**src/rtl/fetch_pkg.sv**
```systemverilog
// Shared types and constants for the instruction-fetch front end.
package fetch_pkg;

    localparam int XLEN = 32;
    localparam logic [XLEN-1:0] PC_STEP = 32'd4;
    localparam logic [XLEN-1:0] NOP_INSTR = 32'h0000_0013;
    localparam int ENTRY_W = 2 * XLEN;

    typedef struct packed {
        logic [XLEN-1:0] pc;
        logic [XLEN-1:0] instr;
    } fetch_entry_t;

endpackage

```
**src/rtl/fetch_fifo.sv**
```systemverilog
// Prefetch FIFO of {pc, instr} entries with show-ahead read and synchronous flush.
module fetch_fifo
    import fetch_pkg::*;
#(
    parameter int DEPTH = 4
) (
    input  logic                     i_clk,
    input  logic                     i_reset,
    input  logic                     flush,
    input  logic                     push,
    input  logic [ENTRY_W-1:0]       wr_data,
    input  logic                     pop,
    output logic [ENTRY_W-1:0]       rd_data,
    output logic                     empty,
    output logic [$clog2(DEPTH):0]   count
);

    localparam int PTR_W = $clog2(DEPTH);
    localparam int CNT_W = PTR_W + 1;

    logic [ENTRY_W-1:0] mem_reg [DEPTH];
    logic [PTR_W-1:0]   wr_ptr_reg;
    logic [PTR_W-1:0]   rd_ptr_reg;
    logic [CNT_W-1:0]   count_reg;
    logic               full;
    logic               do_push;
    logic               do_pop;

    assign empty   = (count_reg == '0);
    assign full    = (count_reg == CNT_W'(DEPTH));
    assign do_pop  = pop && !empty;
    // A full FIFO still accepts a push when the head leaves in the same cycle.
    assign do_push = push && (!full || do_pop);
    assign rd_data = mem_reg[rd_ptr_reg];
    assign count   = count_reg;

    always_ff @(posedge i_clk or posedge i_reset) begin
        if (i_reset) begin
            wr_ptr_reg <= '0;
            rd_ptr_reg <= '0;
            count_reg  <= '0;
        end else if (flush) begin
            wr_ptr_reg <= '0;
            rd_ptr_reg <= '0;
            count_reg  <= '0;
        end else begin
            if (do_push) begin
                wr_ptr_reg <= wr_ptr_reg + PTR_W'(1);
            end
            if (do_pop) begin
                rd_ptr_reg <= rd_ptr_reg + PTR_W'(1);
            end
            count_reg <= count_reg + CNT_W'(do_push) - CNT_W'(do_pop);
        end
    end

    always_ff @(posedge i_clk) begin
        if (do_push && !flush) begin
            mem_reg[wr_ptr_reg] <= wr_data;
        end
    end

endmodule

```
**src/rtl/fetch_unit.sv**
```systemverilog
// Instruction-fetch front end: PC, memory requests, prefetch buffering, redirect flush.
// Define FETCH_BYPASS_EN to forward a response straight to the output when the FIFO is empty.
module fetch_unit
    import fetch_pkg::*;
#(
    parameter int              DEPTH    = 4,
    parameter int              ADDR_W   = 8,
    parameter logic [XLEN-1:0] RESET_PC = 32'h0000_0000
) (
    input  logic              i_clk,
    input  logic              i_reset,
    input  logic              i_redirect,
    input  logic [31:0]       i_redirect_pc,
    output logic [ADDR_W-1:0] o_imem_addr,
    output logic              o_imem_read,
    input  logic [31:0]       i_imem_data,
    output logic              o_valid,
    output logic [31:0]       o_instr,
    output logic [31:0]       o_pc,
    input  logic              i_ready
);

    localparam int CNT_W = $clog2(DEPTH) + 1;
    localparam int OUT_W = CNT_W + 1;

    logic [XLEN-1:0]    pc_reg;
    logic               inflight_reg;
    logic [CNT_W-1:0]   fifo_count;
    logic               fifo_empty;
    logic [ENTRY_W-1:0] fifo_rd_data;
    logic [ENTRY_W-1:0] fifo_wr_data;
    logic               fifo_push;
    logic               fifo_pop;
    logic               resp_valid;
    logic               bypass;
    logic               pop;
    logic [OUT_W-1:0]   outstanding;
    fetch_entry_t       resp;
    fetch_entry_t       head;
    logic               unused_redirect_lsbs;

    assign unused_redirect_lsbs = ^i_redirect_pc[1:0];

    // pc has already advanced past the outstanding request, so step back one word.
    assign resp.pc      = pc_reg - PC_STEP;
    assign resp.instr   = i_imem_data;
    assign resp_valid   = inflight_reg && !i_redirect;
    assign head         = fetch_entry_t'(fifo_rd_data);
    assign fifo_wr_data = resp;
    assign pop          = o_valid && i_ready;

`ifdef FETCH_BYPASS_EN
    assign bypass    = resp_valid && fifo_empty;
    assign fifo_push = resp_valid && !(bypass && i_ready);
`else
    assign bypass    = 1'b0;
    assign fifo_push = resp_valid;
`endif

    assign fifo_pop    = pop && !bypass;
    assign outstanding = OUT_W'(fifo_count) + OUT_W'(inflight_reg);
    assign o_imem_read = !i_reset && !i_redirect
                         && ((outstanding < OUT_W'(DEPTH)) || pop);
    assign o_imem_addr = pc_reg[ADDR_W-1:0];

    always_ff @(posedge i_clk or posedge i_reset) begin
        if (i_reset) begin
            pc_reg       <= RESET_PC;
            inflight_reg <= 1'b0;
        end else if (i_redirect) begin
            pc_reg       <= {i_redirect_pc[31:2], 2'b00};
            inflight_reg <= 1'b0;
        end else begin
            inflight_reg <= o_imem_read;
            if (o_imem_read) begin
                pc_reg <= pc_reg + PC_STEP;
            end
        end
    end

    always_comb begin
        o_valid = 1'b0;
        o_pc    = '0;
        o_instr = '0;
        if (bypass) begin
            o_valid = 1'b1;
            o_pc    = resp.pc;
            o_instr = resp.instr;
        end else if (!fifo_empty) begin
            o_valid = 1'b1;
            o_pc    = head.pc;
            o_instr = head.instr;
        end
    end

    fetch_fifo #(
        .DEPTH(DEPTH)
    ) u_fifo (
        .i_clk   (i_clk),
        .i_reset (i_reset),
        .flush   (i_redirect),
        .push    (fifo_push),
        .wr_data (fifo_wr_data),
        .pop     (fifo_pop),
        .rd_data (fifo_rd_data),
        .empty   (fifo_empty),
        .count   (fifo_count)
    );

endmodule

```
**config.mk**
```make
export PLATFORM = sky130hd
export DESIGN_NAME = fetch_unit
export DESIGN_NICKNAME = d
export VERILOG_FILES = /design/src/rtl/fetch_pkg.sv /design/src/rtl/fetch_fifo.sv /design/src/rtl/fetch_unit.sv
export SDC_FILE = /design/constraint.sdc
export NUM_CORES = 1
export LEC_CHECK = 0
export CORE_MARGIN = 2
export CORE_UTILIZATION = 40
export DETAILED_ROUTE_END_ITERATION = 12
export PLACE_DENSITY_LB_ADDON = 0.3
export SLEW_MARGIN = 10
export SYNTH_ARGS = -nofsm -noshare
export SYNTH_HDL_FRONTEND = slang
export SYNTH_SLANG_ARGS = --single-unit
```
**constraint.sdc**
```tcl
create_clock -name i_clk -period 5.8 [get_ports i_clk]
set_clock_uncertainty 0.1 [all_clocks]
set_input_delay 0.58 -clock i_clk [delete_from_list [all_inputs] [get_ports i_clk]]
set_output_delay 0.58 -clock i_clk [all_outputs]
set_load 0.05 [all_outputs]
```
==> results_dict.tcl <==
set metrics [dict create \
    num_rows 64 \
    synthArstFlopShare_pct 13.29 \
    routedWlPerCell_um 19.39 \
    cts_tree "built" \
    synthMuxAreaShare_pct 12.00 \
    ys_warn_count 0 \
    diodes 0 \
    startpoint_type "flip-flop" \
    slowest_delay_ps 1030 \
    clockBufferDepth 3 \
    synth_seq_cells 286 \
    detail-route-antenna-nets 0 \
    synth_top_family_by_area "multiplexers" \
    fin_hold_ws_ps 362.3 \
    setup_violations 0 \
    drc 0 \
    finalNonFillerCells 1303 \
    hpwl_um 14780 \
    synthXorXnorAreaFrac_pct 3.772 \
    crit_path_end_kind "primary output" \
    min_period_over_period_pct 71.21 \
    min_path_type "in -> reg" \
    nFillCells 2659 \
    run_status "complete, no violations" \
    r2r_setup_slack_ps 2890 \
    crit_slowest_cell "dfrtp_4" \
    gp_congestion 0.7851 \
    cts_htree_levels 1 \
    ys_seq_area_share_pct 66.99 \
    final_nets 961 \
    synth_fa_ha_area_share_pct 1.058 \
    critPathRequiredTime_ps 5120 \
    synthSimpleGateAreaFrac_pct 9.631 \
    synth_common_cells "edfxtp_1, and2_1, mux4_2, nand2_1, dfrtp_1" \
    ir_worst_vdd_uv 227.1 \
    holdPathEnd "u_fifo.wr_ptr_reg[0]$_DFFE_PP0P_" \
    area_growth_pct 21.03 \
    synth_top_area_share_pct 59.40 \
    finalSetupTns_ps 0 \
    synth_top_area_cell "edfxtp_1" \
    syn_inst 766 \
    synth_most_common_cell "edfxtp_1" \
    syn_avg_cell_area_sq_um 16.37 \
    design_power_total_mw 6.789 \
    cts_root_buf "clkbuf_16" \
    die_y_um 181.0 \
    worstPathArrival_ps 3450 \
    cts_num_sinks 286 \
    dieArea_sq_mm 0.03278 \
    synthTopCellsByArea "edfxtp_1, mux4_2, dfrtp_1" \
    place_area_sq_mm 0.01416 \
    cts_resized 0 \
    hold_depth 2 \
    globalRouteTotalUtil_pct 15.55 \
    synthDistinctLibCells 56 \
    port-buffer-count 135 \
    min-delay-start "i_redirect" \
    start_util_pct 40.77 \
    worst_pin_slew_ps 1053 \
    rr_startpoint "u_fifo.count[2]$_DFF_PP0_" \
    power.static_leakage_nw 4.956 \
    clkLatencyLatePin_ps 550 \
    synthFlopType "edfxtp_1" \
    drt_iter0_drc 378 \
    netlist_area_sq_mm 0.01254 \
    finalHoldViolCount 0 \
    dr_total_vias 6736 \
    vias_per_cell 5.170 \
    drive_gt1_share_pct 17.09 \
    synth_compound_area_share_pct 3.563 \
    core_area_sq_mm 0.03075 \
    design_area_sq_mm 0.01517 \
    cts_buffers 31 \
    critPathKind "reg -> out" \
    cts_setup_buffers 0 \
    period_needed_ps 4130 \
    grt_pass1_vias 6997 \
    grt_overflow_total 0 \
    grt_pass1_wl_um 39600 \
    synth_edf_count 248 \
    dp.cells 1246 \
    dr.pass1.iters 5 \
    timing.fmax_mhz 242.1 \
    cp_cell_sequence "buf_4, mux4_2, and2_1, clkdlybuf4s50_1" \
    dieWidth_um 181.0 \
    wirelength_um 25260 \
    slew_headroom_pct 29.79 \
    antenna_found_initial 0 \
    ioPinCount 142 \
    clk_pin_slew_ps 60 \
    r2r-end "u_fifo.count[2]$_DFF_PP0_" \
    grt_max_degree 65 \
    rsz0062_at_grt "false" \
    drv_slew 0 \
    largest_reg_flops 248 \
    powerDensity_mw_per_mm2 447.5 \
    cts_hold_buf 0 \
    max_cap_violations 0 \
    ff2ff_path_depth 10 \
    cp_max_fo 43 \
]
## logic make-up (layout without fill, tap and decap cells)
| family | after synthesis | in the layout |
|---|---|---|
| DFF | 286 | 286 |
| and+or+nand+nor | 213 | 213 |
| buffers and inverters | 76 | 214 |
| muxes | 72 | 72 |
| AOI/OAI and AO/OA | 54 | 54 |
| xor gates and xnor gates | 54 | 54 |
| adders and majority gates | 10 | 10 |
| other | 1 | 4 |
## how the worst max path moves through the flow
stage	from	endpoint	slack [ps]
6_report	u_fifo.rd_ptr_reg[0]$_DFFE_PP0P_	o_instr[17]	1670
5_1_grt	u_fifo.rd_ptr_reg[0]$_DFFE_PP0P_	o_instr[17]	1440
4_1_cts	u_fifo.rd_ptr_reg[0]$_DFFE_PP0P_	o_instr[17]	1540
3_5_place_dp	u_fifo.rd_ptr_reg[0]$_DFFE_PP0P_	o_instr[18]	2160
3_3_place_gp	u_fifo.rd_ptr_reg[0]$_DFFE_PP0P_	o_instr[18]	2170
2_1_floorplan	i_reset	o_imem_read	2420
## critical path, delay by kind of cell (launching register included)
family        cells  cell delay, ps
buf+inv           2            1120
flops             1            1030
mux               1             540
simple gates      1             180
## area by class of cell
type                    instances  area (sq um)  share of cell area (%)
flip-flops and latches        286          8403                   55.38
multi-input cells             407          3796                   25.02
repair buffers                145          1421                   9.368
clock buffers                  35         790.8                   5.212
well taps                     396         495.5                   3.265
clock inverters                22         221.5                   1.460
inverters                      12         45.04                  0.2969
## layout by cell type (no fill, tap or decap), types with 4 or more instances in the layout
master           count
mux2i_1              4
and2_4               4
edfxtp_1           248
nor3_1              11
nor2_1              24
buf_4               10
ha_1                 9
mux4_2              62
nand4_1             10
nor4_1               7
dfrtp_1             36
clkbuf_1             4
mux2_2               6
inv_1               12
conb_1               4
nand3_1              9
clkinv_2             4
a21oi_1              9
o21ai_1              7
a2111oi_2            8
bufinv_16            4
o211ai_1             5
clkdlybuf4s50_1    134
and2_1              64
xor2_1              29
xnor2_1             25
clkbuf_16           31
o21ai_0             13
clkinv_1             8
nor2b_1              6
nand2_1             51
## per-stage QoR
step	util, %	setup WS [ps]
after floorplan	-	2417
after global placement	46.05	2175
after detailed placement	46.05	2162
after CTS	49.34	1536
after global routing	49.34	1435
final	49.34	1670
## routing by layer
| metal | part of all wire, % | GRT usage (%) | vias to the layer above |
|---|---|---|---|
| met5 | 0 | 0 | - |
| met4 | 1.8 | 4.098 | 0 |
| met3 | 4.8 | 2.358 | 32 |
| met2 | 48 | 25.74 | 176 |
| met1 | 45 | 21.65 | 3394 |
| li1 | - | - | 3134 |
## report_power, final
| group | switching (mW) | total [mW] | internal (mW) |
|---|---|---|---|
| registers | 0.159 | 2.52 | 2.36 |
| logic | 1.44 | 2.33 | 0.890 |
| clock network | 0.785 | 1.94 | 1.16 |
Power figures use the tool's default switching activity.
